### config.mk
export PLATFORM = sky130hd
export DESIGN_NAME = tff_toggle_sched
export DESIGN_NICKNAME = d
export VERILOG_FILES = /design/src/rtl/tff_toggle_sched.sv
export SDC_FILE = /design/constraint.sdc
export NUM_CORES = 1
export LEC_CHECK = 0
export ABC_AREA = 1
export CAP_MARGIN = 40
export CORE_MARGIN = 8
export CORE_UTILIZATION = 56
export DETAILED_ROUTE_END_ITERATION = 16
export PLACE_DENSITY = 0.84
export SLEW_MARGIN = 10
export SYNTH_ARGS = -nofsm -noshare
export SYNTH_HDL_FRONTEND = slang
export SYNTH_SLANG_ARGS = --single-unit
### constraint.sdc
create_clock -name clk -period 2.45 [get_ports clk]
set_input_delay 0.49 -clock clk [delete_from_list [all_inputs] [get_ports clk]]
set_output_delay 0.49 -clock clk [all_outputs]
set_load 0.02 [all_outputs]
### src/rtl/tff_toggle_sched.sv
// Command-driven pulse scheduler for a bank of T flip-flops: each accepted
// command toggles one flip-flop cnt times with gap idle cycles between toggles.
module tff_toggle_sched #(
  parameter int NUM_TFF = 8,
  parameter int CNT_W   = 4,
  parameter int GAP_W   = 2,
  localparam int IDX_W  = (NUM_TFF > 1) ? $clog2(NUM_TFF) : 1
) (
  input  logic               clk,
  input  logic               reset,
  input  logic               cmd_valid,
  output logic               cmd_ready,
  input  logic [IDX_W-1:0]   cmd_idx,
  input  logic [CNT_W-1:0]   cmd_cnt,
  input  logic [GAP_W-1:0]   cmd_gap,
  input  logic               abort,
  output logic [NUM_TFF-1:0] t_en,
  output logic [NUM_TFF-1:0] q,
  output logic               busy,
  output logic               done,
  output logic               err
);

  typedef enum logic [1:0] {IDLE, PULSE, GAP, DONE} state_t;

  state_t             state;
  logic [IDX_W-1:0]   idx_q;
  logic [GAP_W-1:0]   gap_q;
  logic [CNT_W-1:0]   remaining;
  logic [GAP_W-1:0]   gap_cnt;
  logic [NUM_TFF-1:0] t_en_q;
  logic               cmd_bad;

  function automatic logic [NUM_TFF-1:0] onehot(input logic [IDX_W-1:0] i);
    return NUM_TFF'(1) << i;
  endfunction

  assign cmd_bad   = int'(cmd_idx) >= NUM_TFF;
  assign cmd_ready = (state == IDLE) && reset;

  // NOTE: t_en is registered, but abort must kill the toggle in the same cycle,
  // so the registered enable is masked combinationally; t_en_q is only nonzero
  // in PULSE, which is why abort has no visible effect in IDLE or DONE.
  assign t_en = t_en_q & {NUM_TFF{~abort}};

  always_ff @(posedge clk) begin
    // NOTE: every register here uses <=, so all branches see the pre-edge
    // values of state, remaining and gap_cnt regardless of statement order.
    if (!reset) begin
      state     <= IDLE;
      q         <= '0;
      t_en_q    <= '0;
      busy      <= 1'b0;
      done      <= 1'b0;
      err       <= 1'b0;
      idx_q     <= '0;
      gap_q     <= '0;
      remaining <= '0;
      gap_cnt   <= '0;
    end else begin
      q      <= q ^ t_en;
      t_en_q <= '0;
      busy   <= 1'b0;
      done   <= 1'b0;
      err    <= 1'b0;
      case (state)
        IDLE: begin
          if (cmd_valid) begin
            idx_q     <= cmd_idx;
            gap_q     <= cmd_gap;
            remaining <= cmd_cnt;
            gap_cnt   <= '0;
            if (cmd_cnt == '0 || cmd_bad) begin
              state <= DONE;
              done  <= 1'b1;
              err   <= cmd_bad;
            end else begin
              state  <= PULSE;
              busy   <= 1'b1;
              t_en_q <= onehot(cmd_idx);
            end
          end
        end
        PULSE: begin
          remaining <= remaining - CNT_W'(1);
          if (abort || remaining == CNT_W'(1)) begin
            state <= DONE;
            done  <= 1'b1;
          end else if (gap_q == '0) begin
            busy   <= 1'b1;
            t_en_q <= onehot(idx_q);
          end else begin
            state   <= GAP;
            busy    <= 1'b1;
            gap_cnt <= gap_q;
          end
        end
        GAP: begin
          if (abort) begin
            state <= DONE;
            done  <= 1'b1;
          end else begin
            busy    <= 1'b1;
            gap_cnt <= gap_cnt - GAP_W'(1);
            // gap_cnt was loaded with gap, so the last idle cycle sees 1
            if (gap_cnt == GAP_W'(1)) begin
              state  <= PULSE;
              t_en_q <= onehot(idx_q);
            end
          end
        end
        DONE:    state <= IDLE;
        default: state <= IDLE;
      endcase
    end
  end

endmodule
# [After elaboration in Yosys (flattened, before gate mapping)]
# Cells that the tools add are included.
[op_classes] add_sub_neg=2 multipliers=0 div_mod_pow=0 magnitude_cmp=0 n_eq_ne=11 shifts=2 n_mux=31 n_bitwise=3 n_reduce_logical=11
[ops] operator="8-bit 2-to-1 mux" n=6
[ops] operator="8-bit case mux with 3 select lines" n=1
[ops] operator="2-bit 2-to-1 mux" n=10
[ops] operator="1-bit by 3-bit << shifter with 8-bit output, first input constant" n=2
[ops] operator="8-bit bitwise AND" n=1
[ops] operator="1-bit 2-to-1 mux" n=8
[ops] operator="2-bit != test, second input constant" n=4
[ops] operator="2-bit case mux with 4 select lines" n=1
[ops] operator="4-bit case mux with 2 select lines" n=1
[ops] operator="8-bit bitwise XOR" n=1
[ops] operator="3-bit != test, second input constant" n=2
[ops] operator="1-bit case mux with 3 select lines" n=2
[ops] operator="2-bit case mux with 3 select lines" n=1
[ops] operator="5-bit AND reduction" n=1
[ops] operator="2-bit by 1-bit equality test with 1-bit output, second input constant" n=2
[ops] operator="2-bit equality test, second input constant" n=2
[ops] operator="4-bit by 1-bit equality test with 1-bit output, second input constant" n=1
[ops] operator="2-bit logical NOT" n=2
[ops] operator="4-bit logical NOT" n=1
[ops] operator="4-bit 2-to-1 mux" n=1
[ops] operator="2-bit AND reduction" n=2
[ops] operator="4-bit by 1-bit subtractor with 4-bit output, second input constant" n=1
[ops] operator="3-bit AND reduction" n=1
[ops] operator="3-bit nonzero test" n=1
[ops] operator="other kinds (5)" n=5
[word_totals] ff_bits=31 latchBits=0 mem_bits_rw=0 mem_bits_ro=0 in_bits=13 out_inout_bits=20 wordCells=69 mem_count=0

# [Logic depth before layout (Yosys ltp)]
[logic_depth] word_depth=4 ltp_mapped=9 ltp_nobuf=9

# [Worst setup path after synthesis]
# No wires, ideal clock.
[synth_path] path_type="in2out" start="input abort" end="output t_en[5]" t_arrival_ns=0.971 required_ns=1.960 slack_ns=0.989 cell_stages=4 n_path_buf=1 cell_sequence="inv_2 > buf_6 > nand2_1 > inv_1"
[synth_between] elab_chain_len=2
[synth_lines] item="start: declaration" line_no="16" rtl="input logic abort,"
[synth_lines] item="1-bit NOT" line_no="44" rtl="assign t_en = t_en_q & {NUM_TFF{~abort}};"
[synth_lines] item="8-bit bitwise AND" line_no="44"
[synth_lines] item="end: declaration" line_no="17" rtl="output logic [NUM_TFF-1:0] t_en,"
# Every way passes these cells.

# [Worst setup path after layout]
[layout_path] start="input abort" end="output t_en[4]"
# The elaborated chain is that of the path after synthesis.

==> results.yml <==
outcome:
  outcome: "finished clean"
worst_setup_path:
  cp.arrival_ns: 1.88
  crit_cells: 5
  r2r_slack_ns: 0.59
  cpPeakStageDelay_ns: 0.59
  crit_family: "buffers and inverters"
  worstSetupPathType: "input pin to primary output"
  crit_path_max_fanout: 9
  worstPathRequired_ns: 1.96
  end_kind: "primary output"
  path_cells: "clkdlybuf4s50_1, inv_2, nand2_1, inv_1, clkdlybuf4s50_1"
  start_kind: "input pin"
  slowest_stage: "clkdlybuf4s50_1"
  worst-path-buf-inv: 4
  reg2reg_depth: 7
  path_common_cell: "clkdlybuf4s50_1"
global_routing:
  grtUsageTotal_pct: 16.8
  grt_overflow: 0
  grt_pass1_wl_um: 7090
  grt_pass1_vias: 1577
  grt_antenna_before_repair: 0
  grt_max_degree: 15
cells_and_area:
  num_antenna_cells: 0
  area_delta_synth_final_pct: 24.0
  nets: 311
  mostFrequentLayoutCells: "nand2_1 (44), inv_1 (35), dfxtp_1 (31)"
  final_area_um2: 2280
  final_util_pct: 70.5
  drive_gt1_share_pct: 13.4
  final_common_cell: "nand2_1"
pwr:
  peakVddDrop_v: 0.000507
  total_leakage_power_nw: 1.12
  finalPower_w: 0.00164
  p_per_area_nw_per_um2: 720
logic_synthesis:
  synth_area_um2: 1840
  syn_avg_cell_area_um2: 7.24
  synth-seq-cells: 31
  synth_warnings: 0
  ys_seq_area_share_pct: 33.8
  syn_inst: 254
  synth.distinct_cells: 29
  synth_nets: 276
detailed_routing:
  vias: 1693
  drt_iter0_markers: 95
  routed_wl_um: 4080
  dr_wl_met2_um: 1840
  top_layer: "met4"
  drt-vias-per-instance: 5.04
  drtPass1Iterations: 4
  wl_per_cell_um: 12.1
  wl_met1_um: 1900
  postRouteAntennaNets: 0
  drc: 0
  wl_met3_um: 293
floorplan:
  die_x_um: 73.3
  core_um2: 3230
  rows: 21
  boundaryPins: 33
  start_util_pct: 56.9
  die_area_um2: 5370
  die_h_um: 73.3
cts:
  clockBufferDepth: 2
  clock_latency_ns: 0.35
  cts_buffers: 5
  path_clk_slew_ns: 0.11
  tritoncts: "yes"
  hold_buffers: 0
  cts_max_level: 2
  cts_setup_buffers: 0
  ctsRootBufferMaster: "clkbuf_4"
  cts_sinks: 31
sta:
  hold_viol: 0
  worstMarginPinSlew_ns: 0.523
  finClkSkew_ns: 0.0146
  relSlewSlack_pct: 65.1
  tns_ns: 0
  fin_crit_ns: 2.37
  fmax_mhz: 422
  setup_viol: 0
  whs_ns: 0.476
  rsz0062_at_grt: "false"
  maxSlewViolCount: 0
  fin_crit_sh_pct: 96.7
run:
  maxCapViolCount: 0
placed_design:
  hpwl_um: 3110
  placed_area_um2: 2190
  port_buffers: 31
  place.gp.congestion: 0.855
min_path:
  whs_path_depth: 2
  holdCritPathClass: "flop to flop"
==> tightest hold or removal path, delay by kind of cell (launching register included) <==
kind	cells	cell delay [ns]
buffers and inverters	1	0.07
flip-flops	1	0.31
AO/OA/AOI/OAI	1	0.06
==> layer usage <==
layer	global-route usage [%]	up-vias
li1	-	895
met3	4.77	5
met4	5.99	0
met2	27.7	63
met5	0	-
met1	20.3	730
==> metrics by stage <==
step / worst slack (ns) / std cells
floorplan: 0.989 / 254
global placement: 0.110 / 328
detailed placement: 0.0490 / 328
CTS: 0.0427 / 336
global route: 0.00657 / 336
finish: 0.0811 / 336
==> flip-flops by register name (all words and copies together) (netlist names) <==
signal,cells
gap_q,2
done,1
busy,1
state,2
idx_q,3
gap_cnt,2
q,8
t_en_q,8
remaining,4
==> cells in the mapped netlist, drive strengths merged <==
cell type | instances | area share [%]
o211ai | 1 | 0.41
inv | 41 | 8.4
dfxtp | 31 | 34
nand2 | 50 | 12
xor2 | 8 | 3.8
nand3 | 15 | 5.0
nand3b | 1 | 0.41
conb | 1 | 0.20
nor2 | 34 | 9.1
nand4 | 24 | 8.2
buf | 7 | 2.7
a21oi | 16 | 5.6
o21ai | 15 | 4.3
ha | 9 | 6.1
xnor2 | 1 | 0.48
==> cell families after synthesis <==
family / count (synthesis) / synth area share, %
buffers and inverters: 48 / 11.0
AO/OA/AOI/OAI: 32 / 10.3
adder cells (fa/ha/maj): 9 / 6.13
flip-flops: 31 / 33.8
AND/OR/NAND/NOR: 124 / 34.3
XOR/XNOR: 9 / 4.29
other: 1 / 0.204
==> area by class of cell <==
class | count | area (um2)
clock buffer | 6 | 51.3
clock inverter | 2 | 35.0
fill | 271 | 953
inverter | 41 | 154
multi-input combinational | 175 | 1010
sequential | 31 | 621
tap | 46 | 57.6
timing repair buffer | 35 | 345
==> power breakdown <==
part           switching (W)  internal [W]
registers          0.0000485      0.000564
logic               0.000384      0.000219
clock network       0.000183      0.000241
total               0.000616       0.00102
==> timing repair <==
| action | in CTS | in global routing |
|---|---|---|
| resized for setup | 0 | 2 |
| setup endpoints to repair | 0 | 2 |
| endpoints found under the hold margin | 0 | 0 |
==> worst paths after layout <==
check,start,to
setup / recovery,abort,t_en[4]
hold / removal,gap_q[0],gap_q[0]
hold reg to reg,gap_q[0],gap_q[0]
setup reg to reg,state[0],state[1]
Note: power is estimated with default switching activity, not from simulation.
